==> config.mk <==
export PLATFORM = sky130hd
export DESIGN_NAME = div_8_seq
export DESIGN_NICKNAME = d
export VERILOG_FILES = /design/src/rtl/div_8_seq.sv
export SDC_FILE = /design/constraint.sdc
export NUM_CORES = 1
export LEC_CHECK = 0
export CAP_MARGIN = 10
export CORE_MARGIN = 3
export CORE_UTILIZATION = 53
export CTS_CLUSTER_DIAMETER = 60
export DETAILED_ROUTE_END_ITERATION = 12
export PLACE_DENSITY = 0.78
export SLEW_MARGIN = 40
export SYNTH_ARGS = -nofsm -noshare
export SYNTH_HDL_FRONTEND = slang
export SYNTH_SLANG_ARGS = --single-unit
==> constraint.sdc <==
create_clock -name clk_i -period 2.4 [get_ports clk_i]
set_input_delay 0.24 -clock clk_i [delete_from_list [all_inputs] [get_ports clk_i]]
set_output_delay 0.24 -clock clk_i [all_outputs]
set_load 0.005 [all_outputs]
==> src/rtl/div_8_seq.sv <==
// Sequential restoring divider: one quotient bit per clock, valid/ready on both sides.
// Optional DIV_8_SEQ_DBZ_EN: a zero divisor skips iteration and flags dbz_o.
//
// state | meaning
// IDLE  | ready for operands
// CALC  | one restoring step per cycle, Width cycles
// DONE  | result held until the consumer takes it
module div_8_seq #(
   parameter int Width = 8
) (
   input  logic             clk_i,
   input  logic             rst_ni,
   input  logic             in_valid_i,
   output logic             in_ready_o,
   input  logic [Width-1:0] dividend_i,
   input  logic [Width-1:0] divisor_i,
   output logic             out_valid_o,
   input  logic             out_ready_i,
   output logic [Width-1:0] quotient_o,
   output logic [Width-1:0] remainder_o,
   output logic             dbz_o
);

   localparam int CntW = (Width > 1) ? $clog2(Width) : 1;
   localparam logic [CntW-1:0] CntLast = CntW'(Width - 1);

   typedef enum logic [1:0] {IDLE, CALC, DONE} state_t;

   state_t           state_q, state_d;
   logic [Width-1:0] dvd_q, dvs_q, quo_q, quo_step;
   // The stored remainder is always < divisor, so only the shifted value needs Width+1 bits.
   logic [Width-1:0] rem_q;
   logic [Width:0]   rem_shift, rem_step;
   logic [CntW-1:0]  cnt_q;
   logic             accept, last_step, take_zero;

   assign accept    = in_valid_i && (state_q == IDLE);
   assign last_step = (state_q == CALC) && (cnt_q == CntLast);

`ifdef DIV_8_SEQ_DBZ_EN
   assign take_zero = accept && (divisor_i == '0);
`else
   assign take_zero = 1'b0;
`endif

   always_comb begin
      rem_shift = {rem_q, dvd_q[Width-1]};
      rem_step  = rem_shift;
      quo_step  = {quo_q[Width-2:0], 1'b0};
      if (rem_shift >= {1'b0, dvs_q}) begin
         rem_step = rem_shift - {1'b0, dvs_q};
         quo_step = {quo_q[Width-2:0], 1'b1};
      end
   end

   always_ff @(posedge clk_i or negedge rst_ni) begin
      if (!rst_ni) state_q <= IDLE;
      else         state_q <= state_d;
   end

   always_comb begin
      state_d     = state_q;
      in_ready_o  = 1'b0;
      out_valid_o = 1'b0;
      case (state_q)
         IDLE: begin
            in_ready_o = 1'b1;
            if (accept) state_d = take_zero ? DONE : CALC;
         end
         CALC: begin
            if (last_step) state_d = DONE;
         end
         DONE: begin
            out_valid_o = 1'b1;
            if (out_ready_i) state_d = IDLE;
         end
         default: state_d = IDLE;
      endcase
   end

   always_ff @(posedge clk_i or negedge rst_ni) begin
      if (!rst_ni) begin
         dvd_q <= '0;
         dvs_q <= '0;
         rem_q <= '0;
         quo_q <= '0;
         cnt_q <= '0;
      end else if (accept) begin
         dvd_q <= dividend_i;
         dvs_q <= divisor_i;
         rem_q <= '0;
         quo_q <= '0;
         cnt_q <= '0;
      end else if (state_q == CALC) begin
         dvd_q <= {dvd_q[Width-2:0], 1'b0};
         rem_q <= rem_step[Width-1:0];
         quo_q <= quo_step;
         cnt_q <= cnt_q + 1'b1;
      end
   end

`ifdef DIV_8_SEQ_DBZ_EN
   logic dbz_q;
   assign dbz_o = dbz_q;

   always_ff @(posedge clk_i or negedge rst_ni) begin
      if (!rst_ni) begin
         quotient_o  <= '0;
         remainder_o <= '0;
         dbz_q       <= 1'b0;
      end else if (last_step) begin
         quotient_o  <= quo_step;
         remainder_o <= rem_step[Width-1:0];
         dbz_q       <= 1'b0;
      end else if (take_zero) begin
         quotient_o  <= '1;
         remainder_o <= dividend_i;
         dbz_q       <= 1'b1;
      end
   end
`else
   assign dbz_o = 1'b0;

   always_ff @(posedge clk_i or negedge rst_ni) begin
      if (!rst_ni) begin
         quotient_o  <= '0;
         remainder_o <= '0;
      end else if (last_step) begin
         quotient_o  <= quo_step;
         remainder_o <= rem_step[Width-1:0];
      end
   end
`endif

endmodule
==> results.sh, run 1 <==
export IMPL_end_kind="flip-flop"
export IMPL_grtUsageTotal_pct=20.2
export IMPL_fmax_mhz=456
export IMPL_peakVddDrop_v=0.000593
export IMPL_cts_tree="yes"
export IMPL_fin_setup_tns_ns=0
export IMPL_yosysUniqueCellTypes=37
export IMPL_cp_cell_sequence="ha_1 > a21o_1 > a211o_1 > a211oi_4 > buf_12 > mux2i_1 > o21ai_1"
export IMPL_period_needed_ns=2.19
export IMPL_post_drt_wl_per_cell_microns=14.2
export IMPL_design_area_sq_mm=0.00310
export IMPL_cp_depth=7
export IMPL_synth_area_leaders="dfrtp_1 (52%), nand2_1 (11%), o21ai_0 (6.0%)"
export IMPL_nNetsFinal=341
export IMPL_grt_pass1_wl_mm=8.63
export IMPL_cp_slowest_cell="dfrtp_1"
export IMPL_critical_path_class="flip-flop to flip-flop"
export IMPL_drc_errors=0
export IMPL_max_stage_delay_ns=0.41
export IMPL_synth_nets=304
export IMPL_p_leak_nw=1.44
export IMPL_ctsHtreeMaxLevel=2
export IMPL_io_pins=39
export IMPL_dieArea_sq_mm=0.00562
export IMPL_ys_ff_latch=52
export IMPL_drt_iter0_markers=149
export IMPL_syn_area_sq_mm=0.00252
export IMPL_r2r_cells=7
export IMPL_vias_per_cell=5.52
export IMPL_antenna_found_initial=0
export IMPL_chipWidth_microns=75.0
export IMPL_finalCritPeriodShare_pct=91.3
export IMPL_required_ns=2.58
export IMPL_gp_congestion=0.913
export IMPL_cp_num_buf_inv=1
export IMPL_vias=2002
export IMPL_cp_top_family="compound AO/OA/AOI/OAI gates"
export IMPL_synth_top_area_share_pct=51.6
export IMPL_maxSlewViolCount=0
export IMPL_coreArea_sq_mm=0.00447
export IMPL_diodes=0
export IMPL_worstPathMaxFanout=14
export IMPL_initial_core_util_pct=56.4
export IMPL_p_per_area_mw_per_mm2=1550
export IMPL_die_h_microns=75.0
export IMPL_area_growth_pct=22.8
export IMPL_critical_path_startpoint_type="flip-flop"
export IMPL_place_area_sq_mm=0.00295
export IMPL_drt_pass1_iterations=4
export IMPL_critPathArrivalTime_ns=2.37
export IMPL_clk_pin_slew_worst_paths_ns=0.11
export IMPL_finalHoldViolations=0
export IMPL_cts_buffers=5
export IMPL_rsz0062_at_grt="no"
export IMPL_dp_final_hpwl_mm=3.72
export IMPL_slew_headroom_pct=64.4
export IMPL_layout_drive_gt1_share_pct=6.75
export IMPL_grt_pass1_vias=1814
export IMPL_wl_mm=5.15
export IMPL_core_rowCount=24
export IMPL_ys_warn_count=0
export IMPL_max_cap_violations=0
export IMPL_worstMarginPinSlew_ns=0.533
export IMPL_setup_viol=0
export IMPL_clk_insertion_delay_late_ns=0.31
export IMPL_min_path_type="input pin to asynchronous set/reset pin"
export IMPL_overflow=0
export IMPL_yosysSeqAreaShare_pct=51.6
export IMPL_status="finished, final reports clean"
export IMPL_syn_instance_count=273
export IMPL_route_antenna_remaining_nets=0
export IMPL_ctsLongestPathBuffers=2
export IMPL_synth_avg_cell_area_sq_um=9.24
export IMPL_cts_root_buffer="clkbuf_8"
export IMPL_cts_sinks=52
export IMPL_grt_max_degree=28
export IMPL_clock_skew_ns=0.0111
export IMPL_port_buffers=37
export IMPL_yosysTopAreaCell="dfrtp_1"
state kept, by name, indices dropped and copies added, names as in the netlist:
name,cells
dvd_q,8
dvs_q,8
quotient_o,8
rem_q,8
remainder_o,8
quo_q,7
cnt_q,3
state_q,2
layout make-up:
class	instances	area, sq um
Fill cell	362	1380
Sequential cell	52	1300
Multi-Input combinational cell	192	1100
Timing Repair Buffer	45	440
Clock buffer	5	68.8
Clock inverter	3	68.8
Tap cell	52	65.1
Inverter	14	52.6
routing by layer:
layer	vias up	global-route usage (%)	part of all wire, %
met5	-	0	0
met4	0	4.74	0.97
met3	6	4.01	4.0
met2	54	31.2	46
met1	944	29.5	49
li1	998	-	-
synth_stat cells (all sizes together):
| cell type | count |
|---|---|
| nor3 | 2 |
| ha | 10 |
| buf | 2 |
| xor2 | 2 |
| nor2 | 5 |
| a31o | 1 |
| mux2 | 1 |
| nand4 | 2 |
| o21ai | 32 |
| a21bo | 1 |
| nand2 | 72 |
| a211oi | 1 |
| mux2i | 4 |
| o31ai | 2 |
| clkbuf | 13 |
| nand3 | 15 |
| nor2b | 2 |
| a31oi | 6 |
| and3 | 1 |
| a22oi | 6 |
| a221o | 1 |
| a311o | 1 |
| o21bai | 1 |
| inv | 14 |
| o2111a | 1 |
| a21oi | 7 |
| dfrtp | 52 |
| xnor2 | 1 |
| a21o | 3 |
| a211o | 2 |
| or4b | 2 |
| conb | 1 |
| nand2b | 3 |
| and2 | 3 |
| fa | 1 |
cells by family after synthesis:
family / count (synthesis) / share of synthesized area [%]
simple gates: 107 / 18.4
compound gates: 65 / 16.3
flops: 52 / 51.6
buf+inv: 29 / 4.76
fa+ha+maj: 11 / 5.75
mux: 5 / 2.03
xor+xnor: 3 / 1.04
other cells: 1 / 0.149
layout by cell type (no fill, tap or decap), types with 2 or more instances in the layout:
| cell | instances |
|---|---|
| nand4_1 | 2 |
| nor2b_1 | 2 |
| a22oi_1 | 6 |
| mux2i_1 | 4 |
| o21ai_1 | 2 |
| bufinv_16 | 2 |
| and2_1 | 3 |
| xor2_1 | 2 |
| a31oi_1 | 6 |
| nand2_1 | 72 |
| dfrtp_1 | 52 |
| or4b_1 | 2 |
| clkdlybuf4s50_1 | 36 |
| nand3_1 | 15 |
| a211o_1 | 2 |
| o31ai_1 | 2 |
| inv_1 | 14 |
| nand2b_1 | 3 |
| a21oi_1 | 7 |
| a21o_1 | 3 |
| nor2_1 | 5 |
| o21ai_0 | 30 |
| nor3_1 | 2 |
| ha_1 | 10 |
| clkbuf_8 | 5 |
| buf_4 | 6 |
power by group:
| group | switching [mW] | internal [mW] | total [mW] |
|---|---|---|---|
| clock network | 0.307 | 0.420 | 0.727 |
| logic | 1.36 | 1.17 | 2.53 |
| registers | 0.244 | 1.29 | 1.53 |
| total | 1.91 | 2.88 | 4.79 |
repair_timing:
action / CTS / global route
hold endpoints to repair: 7 / 0
gates resized for setup: 0 / 0
hold buffers: 1 / 0
buffers inserted: 0 / 0
worst paths after layout:
kind | startpoint | endpoint | slack (ns)
max | rem_q[5] | rem_q[1] | 0.21
min | rst_ni | quotient_o[3] | 0.28
max reg2reg | rem_q[5] | rem_q[1] | 0.21
min in group clk_i | divisor_i[0] | dvs_q[0] | 0.45
min reg2reg | dvd_q[2] | dvd_q[2] | 0.48
max in group asynchronous | rst_ni | dvd_q[2] | 1.52
metrics by stage:
| step | util (%) | hold slack, ns | total power [mW] | instances | worst slack [ns] |
|---|---|---|---|---|---|
| after global placement | 65.9 | 0.0987 | 3.99 | 354 | 0.258 |
| after global routing | 69.2 | 0.296 | 5.22 | 363 | 0.0705 |
| after detailed placement | 65.9 | 0.0962 | 4.07 | 354 | 0.219 |
| after CTS | 69.2 | 0.284 | 4.80 | 363 | 0.218 |
| after floorplan | - | -0.0556 | 3.27 | 273 | 0.310 |
| final | 69.2 | 0.284 | 4.79 | 363 | 0.208 |
(Power assumes the default switching activity.)
==> inputs of run 2 (changes only) <==
--- a/config.mk
+++ b/config.mk
@@ -5,12 +5,12 @@
 export SDC_FILE = /design/constraint.sdc
 export NUM_CORES = 1
 export LEC_CHECK = 0
-export CAP_MARGIN = 10
+export CAP_MARGIN = 25
 export CORE_MARGIN = 3
-export CORE_UTILIZATION = 53
+export CORE_UTILIZATION = 57
 export CTS_CLUSTER_DIAMETER = 60
 export DETAILED_ROUTE_END_ITERATION = 12
-export PLACE_DENSITY = 0.78
+export PLACE_DENSITY = 0.83
 export SLEW_MARGIN = 40
 export SYNTH_ARGS = -nofsm -noshare
 export SYNTH_HDL_FRONTEND = slang
==> constraint.sdc (replaced) <==
create_clock -name clk_i -period 2.8 [get_ports clk_i]
set_input_delay 0.28 -clock clk_i [delete_from_list [all_inputs] [get_ports clk_i]]
set_output_delay 0.28 -clock clk_i [all_outputs]
set_load 0.005 [all_outputs]
==> run 2 against run 1 <==
Effect of this change: the run now ends with negative hold slack left; largest power group unchanged; largest cell class unchanged; non-clock buffer count fell by 1; clock-buffer cell count rose by 2; clock skew fell by 0.0040 ns; setup slack improved by 0.20 ns; cell count fell by 0.83%.
==> results.sh, run 2 (synthesis gave the netlist of run 1 again) <==
export IMPL_clock_skew_ns=0.00712
export IMPL_cts_buffers=5
export IMPL_critPathArrivalTime_ns=2.58
export IMPL_violations="negative hold slack"
export IMPL_period_needed_ns=2.39
export IMPL_power_mw=3.92
export IMPL_slew_headroom_pct=57.0
export IMPL_setup_ws_ns=0.407
export IMPL_required_ns=2.98
export IMPL_place_ws_ns=0.446
export IMPL_overflow=0
export IMPL_nNetsFinal=340
export IMPL_coreArea_sq_mm=0.00414
export IMPL_die_h_microns=72.5
export IMPL_port_buffers=37
export IMPL_final_common_cell="nand2_1"
export IMPL_clk_insertion_delay_late_ns=0.30
export IMPL_peakVddDrop_v=0.000544
export IMPL_min_path_type="input pin to asynchronous set/reset pin"
export IMPL_route_antenna_remaining_nets=0
export IMPL_fmax_mhz=418
export IMPL_multi_input_area_sq_mm=0.00110
export IMPL_initial_core_util_pct=60.9
export IMPL_critical_path_startpoint_type="flip-flop"
export IMPL_postCtsHoldBufs=0
export IMPL_regArea_sq_mm=0.00130
export IMPL_cts_tree="yes"
export IMPL_cts_sinks=52
export IMPL_dieArea_sq_mm=0.00526
export IMPL_drt_iter0_markers=203
export IMPL_cts_setup_buffers=0
export IMPL_diodes=0
export IMPL_maxSlewViolCount=0
export IMPL_critical_path_class="flip-flop to flip-flop"
export IMPL_rsz0062_at_grt="no"
export IMPL_gp_congestion=0.955
export IMPL_layout_drive_gt1_share_pct=6.45
export IMPL_cp_cell_sequence="ha_1 > a21o_1 > a211o_1 > a211oi_4 > buf_4 > mux2i_1 > o21ai_0"
export IMPL_end_kind="flip-flop"
export IMPL_final_cells=360
export IMPL_setup_viol=0
export IMPL_cp_slowest_cell="a211oi_4"
export IMPL_dp_final_hpwl_mm=3.84
export IMPL_placed_cells=352
export IMPL_cts_resized_gates=0
export IMPL_wl_mm=5.25
export IMPL_chipWidth_microns=72.5
export IMPL_fin_setup_tns_ns=0
export IMPL_final_cell_mix="nand2_1 (72), dfrtp_1 (52), clkdlybuf4s50_1 (36)"
export IMPL_vias_per_cell=5.61
export IMPL_core_rowCount=23
export IMPL_post_drt_wl_per_cell_microns=14.6
export IMPL_clk_pin_slew_worst_paths_ns=0.09
export IMPL_cts_root_buffer="clkbuf_8"
export IMPL_ctsLongestPathBuffers=2
export IMPL_ctsHtreeMaxLevel=2
export IMPL_finalHoldViolations=24
export IMPL_max_cap_violations=0
export IMPL_worstMarginPinSlew_ns=0.646
export IMPL_max_stage_delay_ns=0.43
export IMPL_area_growth_pct=20.1
export IMPL_drt_pass1_iterations=4
export IMPL_io_pins=39
export IMPL_p_leak_nw=1.41
export IMPL_drc_errors=0
export IMPL_grt_pass1_vias=1938
export IMPL_grt_max_degree=31
export IMPL_vias=2020
export IMPL_status="finished with violations"
export IMPL_worstPathMaxFanout=11
export IMPL_fill_cells=345
export IMPL_grt_pass1_wl_mm=8.78
export IMPL_p_per_area_mw_per_mm2=1290
export IMPL_whs_ns=-0.00617
export IMPL_final_core_util_pct=73.1
export IMPL_finalCritPeriodShare_pct=85.5
export IMPL_grtUsageTotal_pct=21.2
export IMPL_antenna_found_initial=0
run 2: cell types whose count changed in the layout (fill, tap and decap cells not counted):
cell / before / now
clkbuf_8: 5 / 6
buf_12: 1 / 0
inv_6: 1 / 0
clkbuf_1: 0 / 1
buf_4: 6 / 7
dlygate4sd3_1: 1 / 0
bufinv_16: 2 / 0
clkinvlp_4: 0 / 1
run 2: layout make-up:
class / instances / area share [%]
clock buffer: 7 / 2.85
inverter: 14 / 1.73
tap: 50 / 2.07
multi-input combinational: 192 / 36.3
clock inverter: 1 / 0.248
sequential: 52 / 43.0
timing repair buffer: 44 / 13.8
run 2: worst paths after layout:
path / from / to / slack [ns] / cells after the start
max: rem_q[5] / remainder_o[4] / 0.41 / 7
min: rst_ni / remainder_o[1] / -0.006 / 1
max reg2reg: rem_q[5] / remainder_o[4] / 0.41 / 7
min reg2reg: quotient_o[2] / quotient_o[2] / 0.48 / 2
max in group asynchronous: rst_ni / dvs_q[6] / 2.06 / 2
min in group clk_i: quotient_o[2] / quotient_o[2] / 0.48 / 2
run 2: routing by layer:
| metal | vias up | GRT usage, % | routed length [microns] |
|---|---|---|---|
| met1 | 951 | 28.8 | 2360 |
| met2 | 63 | 35.7 | 2520 |
| met4 | 0 | 5.74 | 70 |
| li1 | 998 | - | - |
| met5 | - | 0 | 0 |
| met3 | 8 | 3.05 | 292 |
run 2: per-stage QoR:
step / area [sq um] / hold WS, ns
3_3_place_gp: 2940 / 0.344
3_5_place_dp: 2940 / 0.349
6_report: 3030 / -0.00617
2_1_floorplan: 2520 / -0.0156
5_1_grt: 3030 / 0.0561
4_1_cts: 3030 / 0.0211
run 2: power by group:
| group | total (mW) | internal (mW) | switching, mW |
|---|---|---|---|
| Combinational | 2.16 | 0.981 | 1.18 |
| Sequential | 1.32 | 1.11 | 0.210 |
| Clock | 0.438 | 0.201 | 0.236 |
| Total | 3.92 | 2.29 | 1.63 |
run 2: worst max-delay path, delay by kind of cell (launching register included):
family                     cells  cell delay (ns)
AOI/OAI and AO/OA              4             1.07
adders and majority gates      1             0.33
buffers and inverters          1             0.23
DFF                            1             0.41
muxes                          1             0.23
